==> src/rtl/int_ctx_stack_if.sv <==
// Bus bundle for the interrupt context stack: control, save data, top-of-stack
// view and sticky error status.
interface int_ctx_stack_if #(
  parameter int PC_W   = 12,
  parameter int FLAG_W = 2,
  parameter int DEPTH  = 4
);
  localparam int CW = $clog2(DEPTH + 1);

  logic              cen;
  logic              push;
  logic              pop;
  logic [PC_W-1:0]   pc_i;
  logic [FLAG_W-1:0] flags_i;
  logic              clr_err;
  logic [PC_W-1:0]   pc_o;
  logic [FLAG_W-1:0] flags_o;
  logic [CW-1:0]     count_o;
  logic              empty_o;
  logic              full_o;
  logic              ovf_o;
  logic              unf_o;

  modport master (
    output cen, push, pop, pc_i, flags_i, clr_err,
    input  pc_o, flags_o, count_o, empty_o, full_o, ovf_o, unf_o
  );

  modport slave (
    input  cen, push, pop, pc_i, flags_i, clr_err,
    output pc_o, flags_o, count_o, empty_o, full_o, ovf_o, unf_o
  );
endinterface

==> src/rtl/int_ctx_stack.sv <==
// Nested interrupt context stack: saves {pc, flags} on entry, restores on return,
// with sticky overflow/underflow flags.
module int_ctx_stack #(
  parameter int PC_W   = 12,
  parameter int FLAG_W = 2,
  parameter int DEPTH  = 4
) (
  input logic             gClk,
  input logic             rst,
  int_ctx_stack_if.slave  bus
);
  localparam int CW = $clog2(DEPTH + 1);
  localparam int IW = (DEPTH > 1) ? $clog2(DEPTH) : 1;

  typedef struct packed {
    logic [PC_W-1:0]   pc;
    logic [FLAG_W-1:0] flags;
  } ctx_t;

  ctx_t          r_mem [DEPTH];
  logic [CW-1:0] r_count;
  logic          r_ovf;
  logic          r_unf;

  logic          w_empty, w_full;
  logic          w_replace, w_push_new, w_pop_top;
  logic          w_ovf_evt, w_unf_evt;
  logic [CW-1:0] w_cnt_m1;
  logic [IW-1:0] w_top, w_widx;
  ctx_t          w_wdata;

  assign w_empty  = (r_count == '0);
  assign w_full   = (r_count == CW'(DEPTH));
  assign w_cnt_m1 = r_count - CW'(1);
  assign w_top    = w_cnt_m1[IW-1:0];
  assign w_wdata  = '{pc: bus.pc_i, flags: bus.flags_i};

  // Push+pop on a non-empty stack is an in-place replace; on empty it degrades to a push.
  assign w_replace  = bus.push && bus.pop && !w_empty;
  assign w_push_new = bus.push && !w_replace && !w_full;
  assign w_ovf_evt  = bus.push && !bus.pop && w_full;
  assign w_pop_top  = bus.pop && !bus.push && !w_empty;
  assign w_unf_evt  = bus.pop && !bus.push && w_empty;
  assign w_widx     = w_replace ? w_top : r_count[IW-1:0];

  always_ff @(posedge gClk) begin
    if (bus.cen) begin
      if (rst) begin
        r_count <= '0;
        r_ovf   <= 1'b0;
        r_unf   <= 1'b0;
      end else begin
        if (w_push_new)     r_count <= r_count + CW'(1);
        else if (w_pop_top) r_count <= w_cnt_m1;
        r_ovf <= w_ovf_evt | (r_ovf & ~bus.clr_err);
        r_unf <= w_unf_evt | (r_unf & ~bus.clr_err);
      end
    end
  end

  // Storage needs no reset; the count alone defines which slots are live.
  always_ff @(posedge gClk) begin
    if (bus.cen && !rst && (w_replace || w_push_new))
      r_mem[w_widx] <= w_wdata;
  end

  assign bus.pc_o    = w_empty ? '0 : r_mem[w_top].pc;
  assign bus.flags_o = w_empty ? '0 : r_mem[w_top].flags;
  assign bus.count_o = r_count;
  assign bus.empty_o = w_empty;
  assign bus.full_o  = w_full;
  assign bus.ovf_o   = r_ovf;
  assign bus.unf_o   = r_unf;
endmodule

==> src/flat_wrapper.sv <==
// flat-port wrapper written by rule: the top's interface ports become plain ports
module int_ctx_stack_flat 
#(
  parameter int PC_W   = 12,
  parameter int FLAG_W = 2,
  parameter int DEPTH  = 4
)
  (gClk, rst, bus_cen, bus_push, bus_pop, bus_pc_i, bus_flags_i, bus_clr_err, bus_pc_o, bus_flags_o, bus_count_o, bus_empty_o, bus_full_o, bus_ovf_o, bus_unf_o);
  int_ctx_stack_if #(.PC_W(PC_W), .FLAG_W(FLAG_W), .DEPTH(DEPTH)) bus_i ();
  input logic gClk;
  input logic rst;
  input wire logic [$bits(bus_i.cen)-1:0] bus_cen;
  input wire logic [$bits(bus_i.push)-1:0] bus_push;
  input wire logic [$bits(bus_i.pop)-1:0] bus_pop;
  input wire logic [$bits(bus_i.pc_i)-1:0] bus_pc_i;
  input wire logic [$bits(bus_i.flags_i)-1:0] bus_flags_i;
  input wire logic [$bits(bus_i.clr_err)-1:0] bus_clr_err;
  output wire logic [$bits(bus_i.pc_o)-1:0] bus_pc_o;
  output wire logic [$bits(bus_i.flags_o)-1:0] bus_flags_o;
  output wire logic [$bits(bus_i.count_o)-1:0] bus_count_o;
  output wire logic [$bits(bus_i.empty_o)-1:0] bus_empty_o;
  output wire logic [$bits(bus_i.full_o)-1:0] bus_full_o;
  output wire logic [$bits(bus_i.ovf_o)-1:0] bus_ovf_o;
  output wire logic [$bits(bus_i.unf_o)-1:0] bus_unf_o;
  assign bus_i.cen = bus_cen;
  assign bus_i.push = bus_push;
  assign bus_i.pop = bus_pop;
  assign bus_i.pc_i = bus_pc_i;
  assign bus_i.flags_i = bus_flags_i;
  assign bus_i.clr_err = bus_clr_err;
  assign bus_pc_o = bus_i.pc_o;
  assign bus_flags_o = bus_i.flags_o;
  assign bus_count_o = bus_i.count_o;
  assign bus_empty_o = bus_i.empty_o;
  assign bus_full_o = bus_i.full_o;
  assign bus_ovf_o = bus_i.ovf_o;
  assign bus_unf_o = bus_i.unf_o;
  int_ctx_stack #(.PC_W(PC_W), .FLAG_W(FLAG_W), .DEPTH(DEPTH)) u_core (.gClk(gClk), .rst(rst), .bus(bus_i));
endmodule
==> config.mk <==
export PLATFORM = sky130hd
export DESIGN_NAME = int_ctx_stack_flat
export DESIGN_NICKNAME = d
export VERILOG_FILES = /design/src/rtl/int_ctx_stack_if.sv /design/src/rtl/int_ctx_stack.sv /design/src/flat_wrapper.sv
export SDC_FILE = /design/constraint.sdc
export NUM_CORES = 1
export LEC_CHECK = 0
export CAP_MARGIN = 20
export CORE_UTILIZATION = 57
export DETAILED_ROUTE_END_ITERATION = 8
export PLACE_DENSITY = 0.85
export SLEW_MARGIN = 20
export SYNTH_ARGS = -nofsm -noshare
export SYNTH_HDL_FRONTEND = slang
export SYNTH_SLANG_ARGS = --single-unit
==> constraint.sdc <==
create_clock -name gClk -period 8 [get_ports gClk]
set_input_delay 0.8 -clock gClk [delete_from_list [all_inputs] [get_ports gClk]]
set_output_delay 0.8 -clock gClk [all_outputs]
set_load 0.01 [all_outputs]
# Yosys cells after proc, flatten, opt, wreduce, memory -nomap -nowiden
# Memory sizes are Yosys's and may differ from the RTL's.
# Cells that the tools add are included.
[word_totals] ff_bits=5 latch_bits=0 ramBits=56 rom_bits=0 inputBits=20 out_inout_bits=21 elab_cells=40 n_memories=1
[op_classes] n_addsub=2 n_mul=0 n_div=0 n_lt_le_gt_ge=0 n_eq_ne=1 n_shift=0 n_mux=7 bitwise_logic=5 reduce_logical=21
[memory_table] memory="u_core.r_mem" depth=4 width=14 read_ports=1 rd_clocked_by_memory_dff=0 wr=1 line="int_ctx_stack.sv:20" rtl="ctx_t r_mem [DEPTH];"
[op_table] cell="$mux 12" n=1
[op_table] cell="$logic_and 1x1->1" n=11
[op_table] cell="$logic_not 1->1" n=6
[op_table] cell="$mux 3" n=2
[op_table] cell="$mux 2" n=2
[op_table] cell="$add 3x1->3 const B" n=1
[op_table] cell="$eq 3x3->1 const B" n=1
[op_table] cell="$logic_not 3->1" n=1
[op_table] cell="$reduce_bool 3->1" n=1
[op_table] cell="$sub 3x1->3 const B" n=1
[op_table] cell="$and 1x1->1" n=2
[op_table] cell="$mux 1" n=2
[op_table] cell="$or 1x1->1" n=2
[op_table] cell="$reduce_and 2->1" n=1
[op_table] cell="$logic_or 1x1->1" n=1
[op_table] cell="$not 1->1" n=1

# Depth between registers and ports, before layout
# Gate-level depths: netlist (run 1).
[depth] depth_word=10 ltp_mapped=8 depth_no_buf=6

# Worst setup path after synthesis (run 1)
# No wires, ideal clock.
[synth_timing] kind="register to register" startpoint="register u_core.r_count[0], in the netlist u_core.bus.count_o[0]" endpoint="memory u_core.r_mem[0][0] in the netlist's numbering (enable)" setup_ns=0.390 arrival_ns=2.632 t_required_ns=7.610 setup_slack_ns=4.978 stages_incl_launch_ff=8 path_buffers=2 period_less_slack_ns=3.022 cell_sequence="edfxtp_1 > buf_2 > inv_1 > ha_1 > clkbuf_1 > nand2_1 > or4_1 > a21oi_1"
[synth_via] elab_chain_cells=10 elab_cells_between_ends=14 classes_between="add/sub (1); eq/ne (1); mux (3); reduce/logical (9)"
[synth_lines] element="start: declaration" line="int_ctx_stack.sv:21" rtl="logic [CW-1:0] r_count;"
[synth_lines] element="start signal: assignment" line="int_ctx_stack.sv:53" rtl="if (w_push_new) r_count <= r_count + CW'(1);"
[synth_lines] element="start signal: assignment" line="int_ctx_stack.sv:54" rtl="else if (w_pop_top) r_count <= w_cnt_m1;"
[synth_lines] element="$logic_not 3->1" line="int_ctx_stack.sv:32" rtl="assign w_empty = (r_count == '0);"
[synth_lines] element="$logic_not 1->1" line="int_ctx_stack.sv:39" rtl="assign w_replace = bus.push && bus.pop && !w_empty;"
[synth_lines] element="$logic_and 1x1->1" line="int_ctx_stack.sv:39"
[synth_lines] element="$logic_not 1->1" line="int_ctx_stack.sv:40" rtl="assign w_push_new = bus.push && !w_replace && !w_full;"
[synth_lines] element="$logic_and 1x1->1 (2 in series)" line="int_ctx_stack.sv:40"
[synth_lines] element="$logic_or 1x1->1" line="int_ctx_stack.sv:63" rtl="if (bus.cen && !rst && (w_replace || w_push_new))"
[synth_lines] element="$logic_and 1x1->1" line="int_ctx_stack.sv:63"
[synth_lines] element="$mux 1" line="int_ctx_stack.sv:63"
[synth_lines] element="$mux 1 (implied by the code)" line="int_ctx_stack.sv:64" rtl="r_mem[w_widx] <= w_wdata;"
[synth_lines] element="end: declaration" line="int_ctx_stack.sv:20"
# Parallel ways exist; a longest one is shown, timed or not.

# Final worst setup path (run 1)
[layout_timing] startpoint="register u_core.r_count[1], in the netlist u_core.bus.count_o[1]" endpoint="output port bus_pc_o[2]"
[layout_via] elab_chain_cells=3 elab_cells_between_ends=4 classes_between="add/sub (1); mux (1); reduce/logical (1); memory (1)"
[layout_lines] element="$sub 3x1->3" line="int_ctx_stack.sv:34" rtl="assign w_cnt_m1 = r_count - CW'(1);"
[layout_lines] element="$mem_v2 4x14"
[layout_lines] element="$mux 12 (*)" line="int_ctx_stack.sv:67" rtl="assign bus.pc_o = w_empty ? '0 : r_mem[w_top].pc;"
[layout_lines] element="end: declaration" line="flat_wrapper.sv:18" rtl="output wire logic [$bits(bus_i.pc_o)-1:0] bus_pc_o;"
# Every way passes the cells marked *; elsewhere a longest branch is shown, timed or not.

==> results of run 1 <==
## worst max-delay path, stage by stage (launching register included)
cell             delay [ns]
edfxtp_1               0.41
inv_1                  0.11
ha_1                   0.83
mux4_2                 0.42
and2_1                 0.19
clkdlybuf4s50_1        0.48
## path summary, 6_finish.rpt
kind,startpoint,endpoint,cells past startpoint
setup / recovery,u_core.bus.count_o[1],bus_pc_o[2],5
hold / removal,u_core.bus.unf_o,u_core.bus.unf_o,2
setup reg to reg,u_core.bus.count_o[1],u_core.r_mem[0][6],7
hold reg to reg,u_core.bus.unf_o,u_core.bus.unf_o,2
## cell families (layout without fill, tap and decap cells)
family,count (synthesis),in the layout,share of synthesized area
flops,61,61,0.7062
simple gates,36,36,0.07959
compound gates,16,16,0.04487
buf+inv,16,69,0.02943
mux,15,15,0.1254
fa+ha+maj,3,3,0.01447
## per-layer routing
metal,share of wire,GRT usage,wire length [um],vias to the layer above
met2,0.53,0.3765,2612,65
met5,0,0,0,-
met1,0.39,0.2889,1952,764
met3,0.051,0.06395,255,18
met4,0.026,0.1066,131,0
li1,-,-,-,682
## through the flow
stage,setup slack (ns),total power (uW)
2_1_floorplan,4.978,419.2
3_5_place_dp,4.811,465.5
6_report,4.448,778.3
4_1_cts,4.408,783.4
5_1_grt,4.309,804.3
3_3_place_gp,4.890,461.5
## registers in the layout, indices dropped and copies added (netlist names)
register,cells
u_core.bus.ovf_o,1
u_core.r_mem,56
u_core.bus.count_o,3
u_core.bus.unf_o,1
## power breakdown
part / internal, uW / switching, uW / leakage (uW) / total, uW
logic: 52.7 / 44.2 / 0.000429 / 96.9
registers: 359 / 2.94 / 0.000556 / 362
clock network: 205 / 114 / 0.000113 / 319
## Yosys cell counts, drive strengths merged
cell | n | area share
a2111o | 1 | 0.0043
a21o | 1 | 0.0029
a21oi | 6 | 0.012
a31oi | 1 | 0.0024
a32oi | 1 | 0.0034
and2 | 15 | 0.037
buf | 4 | 0.011
clkbuf | 4 | 0.0058
edfxtp | 61 | 0.71
ha | 3 | 0.014
inv | 8 | 0.013
mux2i | 1 | 0.0039
mux4 | 14 | 0.12
nand2 | 4 | 0.0058
nand2b | 1 | 0.0024
nand3 | 3 | 0.0058
nand4 | 4 | 0.0096
nor2 | 4 | 0.0058
nor2b | 2 | 0.0048
nor3b | 2 | 0.0058
o2bb2ai | 1 | 0.0034
o311ai | 5 | 0.017
or4 | 1 | 0.0029
## layout make-up
type                            instances  area share
Multi-Input combinational cell         70      0.2084
Clock inverter                          7     0.03460
Sequential cell                        61      0.5567
Clock buffer                            9     0.03764
Tap cell                               52     0.01977
Inverter                                8    0.009886
Timing Repair Buffer                   45      0.1331
==> flow_metrics.tcl, run 1 <==
set metrics [dict create \
    status "completed" \
    syn-cell-area_um2 2594 \
    first_global_vias 1576 \
    drive_gt1_frac 0.1800 \
    slew_headroom 0.4613 \
    grt_antenna_before_repair 0 \
    required_ns 7.20 \
    fin_cells 252 \
    wl_um 4952 \
    cts_tree "yes" \
    grt_use_total 0.2308 \
    end_kind "output pin" \
    yosysUniqueCellTypes 27 \
    detail_route.first_pass.iterations 4 \
    grt_pass1_wl_um 8128 \
    numPortBuffers 40 \
    post-route-drc-count 0 \
    grt_setup_unrepaired "no" \
    p_per_area_nw_per_um2 236.5 \
    worstSetupPathType "reg -> out" \
    setup_violations 0 \
    ant_nets 0 \
    period_needed_ns 3.552 \
    skew_ns 0.006904 \
    dp_cells 236 \
    fin_crit_sh 0.4440 \
    hold_viol 0 \
    critPathArrivalTime_ns 2.75 \
    cts_setup_buffers 0 \
    layout_commonest_cell "edfxtp_1" \
    clk_latency_ns 0.33 \
    r2r_slack_ns 5.42 \
    cts_buffers 9 \
    final_util 0.7557 \
    synthCells 147 \
    initial_core_util 0.5957 \
    synth_warnings 0 \
    cp-start-kind "register" \
    multi_input_area_um2 685.7 \
    via_count 1529 \
    cts.sinks 61 \
    fp.dieH_um 69.46 \
    stdcell_area_um2 3291 \
    holdWs_ns 0.5933 \
    ctsResizeCount 0 \
    clk_pin_slew_worst_paths_ns 0.06 \
    drv_slew 0 \
    regArea_um2 1832 \
    viasPerCell 6.067 \
    synth_nets 170 \
    cts_max_path_buffers 2 \
    irDropWorstVdd_mv 0.2098 \
    cts_hold_buffers 0 \
    synth-seq-cells 61 \
    die_w_um 69.46 \
    area_growth_pct 26.87 \
    num_rows 24 \
    htreeDepth 3 \
    hpwl_um 3135 \
    coreArea_um2 4354 \
    grt_max_degree 24 \
    first_iter_violations 249 \
    nets 218 \
    most-common-layout-cells "61 x edfxtp_1, 40 x clkdlybuf4s50_1, 14 x mux4_2, 14 x and2_1, 9 x clkbuf_8" \
    avgSynthCellArea_um2 17.64 \
    wl_per_cell_um 19.65 \
    finalSetupTns_ns 0 \
    ios 41 \
    gp_congestion 0.7802 \
    nFillCells 247 \
    worst_slew_pin_slew_ns 0.8081 \
    synth-seq-area-share 0.7062 \
    cap_violations 0 \
    dieArea_um2 4824 \
    worstPathMaxFanout 20 \
    fmax_mhz 281.5 \
    min_path_type "reg -> reg" \
    n_antenna_cell 0 \
    place_area_um2 3053 \
    p_leak_uw 0.001098 \
    grt.overflow.total 0 \
    cts-root-buf "clkbuf_8" \
]
No activity file was read; power rests on OpenSTA's default activity.
==> run 2: changes to the inputs <==
--- a/config.mk
+++ b/config.mk
@@ -6,9 +6,9 @@
 export NUM_CORES = 1
 export LEC_CHECK = 0
 export CAP_MARGIN = 20
-export CORE_UTILIZATION = 57
+export CORE_UTILIZATION = 53
 export DETAILED_ROUTE_END_ITERATION = 8
-export PLACE_DENSITY = 0.85
+export PLACE_DENSITY = 0.8
 export SLEW_MARGIN = 20
 export SYNTH_ARGS = -nofsm -noshare
 export SYNTH_HDL_FRONTEND = slang
==> constraint.sdc (replaced) <==
create_clock -name gClk -period 3.3 [get_ports gClk]
set_input_delay 0.33 -clock gClk [delete_from_list [all_inputs] [get_ports gClk]]
set_output_delay 0.33 -clock gClk [all_outputs]
set_load 0.01 [all_outputs]
==> run 2 against run 1 <==
  * Worst hold slack better by 0.0027 ns
  * Sequential share of layout area hardly changed
  * First-iteration DRC count is 48% lower
  * Register-to-register slack worse by 4.6 ns
  * Design area hardly changed
  * Core utilization is 5.9 points lower
  * Clock skew hardly changed
  * Total power is 130% higher
  * Setup slack worse by 4.1 ns
  * Via count is 2.6% lower
  * Clock power is 120% higher
  * Largest power group unchanged
  * Highest routed layer unchanged
==> flow_metrics.tcl, run 2 (synthesis gave the netlist of run 1 again) <==
set metrics [dict create \
    grt_max_degree 24 \
    die_w_um 71.96 \
    min_path_type "reg -> reg" \
    fin_crit_sh 0.8867 \
    gp_congestion 0.8697 \
    place_ws_ns 0.7166 \
    grt_antenna_before_repair 0 \
    final_util 0.6970 \
    critical_path_buf_inv_count 3 \
    ctsResizeCount 0 \
    period_needed_ns 2.926 \
    seq_power_share 0.487 \
    first_iter_violations 129 \
    numPortBuffers 40 \
    largest_reg_flops 56 \
    clkPwrFrac 0.382 \
    setup_violations 0 \
    nets 220 \
    cp-start-kind "register" \
    cts_setup_buffers 0 \
    pwr-share-comb 0.131 \
    area_growth_pct 26.92 \
    layout_commonest_cell "edfxtp_1" \
    irDropWorstVdd_mv 0.3730 \
    path_cells "inv_1 -> ha_1 -> buf_4 -> mux4_2 -> and2_1 -> clkdlybuf4s50_1" \
    drive_gt1_frac 0.1782 \
    post-route-drc-count 0 \
    p_per_area_nw_per_um2 547.5 \
    path_delay_family "buffers and inverters" \
    cap_violations 0 \
    ios 41 \
    cts_tree "yes" \
    setup_ws_ns 0.3740 \
    critPathArrivalTime_ns 2.60 \
    hold_viol 0 \
    switching_share 0.2133 \
    viasPerCell 5.539 \
    cts_buffers 9 \
    largest_register "u_core.r_mem" \
    cts-root-buf "clkbuf_8" \
    worstSetupPathType "reg -> out" \
    cts_hold_buffers 0 \
    drv_slew 0 \
    initial_core_util 0.5491 \
    internal-power_uw 1418 \
    fin_cells 269 \
    cts.sinks 61 \
    end_kind "output pin" \
    n_antenna_cell 0 \
    max_stage_delay_ns 0.51 \
    ant_nets 0 \
    p_leak_uw 0.001099 \
    required_ns 2.97 \
    clk_latency_ns 0.32 \
    detail_route.first_pass.iterations 4 \
    cpMaxStageDelayCell "ha_1" \
    skew_ns 0.006827 \
    status "completed" \
    fp.dieH_um 71.96 \
    finalSetupTns_ns 0 \
    grt_setup_unrepaired "no" \
    holdWs_ns 0.5960 \
    wl_per_cell_um 17.86 \
    worst_slew_pin_slew_ns 0.4372 \
    dieArea_um2 5178 \
    worstPathMaxFanout 13 \
    wl_um 4804 \
    power.switching_uw 384.5 \
    fmax_mhz 341.8 \
    grt_pass1_wl_um 7838 \
    grt.overflow.total 0 \
    htreeDepth 3 \
    via_count 1490 \
    most-common-layout-cells "61 x edfxtp_1, 40 x clkdlybuf4s50_1, 14 x mux4_2, 14 x and2_1, 9 x clkbuf_8" \
    cts_max_path_buffers 2 \
    num_rows 25 \
    dp_cells 253 \
    hpwl_um 3178 \
    slew_headroom 0.7002 \
    coreArea_um2 4723 \
    grt_use_total 0.2138 \
    first_global_vias 1630 \
    clk_pin_slew_worst_paths_ns 0.06 \
]
==> run 2: final timing paths <==
path                               from                  to  slack, ns  cells past startpoint
hold / removal         u_core.bus.unf_o    u_core.bus.unf_o       0.60                      2
setup reg to reg  u_core.bus.count_o[1]  u_core.r_mem[0][0]       0.80                      7
setup / recovery  u_core.bus.count_o[1]         bus_pc_o[8]       0.37                      6
hold reg to reg        u_core.bus.unf_o    u_core.bus.unf_o       0.60                      2
==> run 2: metal layers <==
metal | routed length [um] | GRT usage
met1 | 1963 | 0.2637
met2 | 2456 | 0.3480
met3 | 313 | 0.06667
met4 | 71 | 0.1024
met5 | 0 | 0
==> run 2: power by group through the flow <==
stage                     logic, uW  clock network (uW)  registers, uW
after floorplan                 121                   0            895
after global placement          231                   0            892
after detailed placement        237                   0            894
after CTS                       238                 700            877
after global routing            255                 733            878
final                           236                 689            877
==> run 2: final cells by class <==
cell class                      count  area (um^2)
Clock buffer                       10        127.6
Clock inverter                      6        77.57
Fill cell                         309         1431
Inverter                            8        32.53
Multi-Input combinational cell     70        685.7
Sequential cell                    61         1832
Tap cell                           67        83.83
Timing Repair Buffer               47        452.9
==> run 2: stage by stage <==
stage	area [um^2]	total power (uW)
global route	3292	1867
global placement	3087	1123
finish	3292	1802
detailed placement	3087	1131
CTS	3292	1815
floorplan	2594	1016
==> run 2: worst reg2reg max path, cell delays in order, from the launching register on <==
cell and delay (ns):
edfxtp_1 0.42, inv_1 0.11, ha_1 0.51, buf_4 0.28, nand2_1 0.06, or4_1 0.40
a21oi_1 0.15, buf_4 0.27
==> run 3: changes to the inputs <==
--- a/config.mk
+++ b/config.mk
@@ -5,7 +5,6 @@
 export SDC_FILE = /design/constraint.sdc
 export NUM_CORES = 1
 export LEC_CHECK = 0
-export CAP_MARGIN = 20
 export CORE_UTILIZATION = 53
 export DETAILED_ROUTE_END_ITERATION = 8
 export PLACE_DENSITY = 0.8
==> results of run 3 <==
The final DEF is identical to that of run 2; final timing and power are the same.
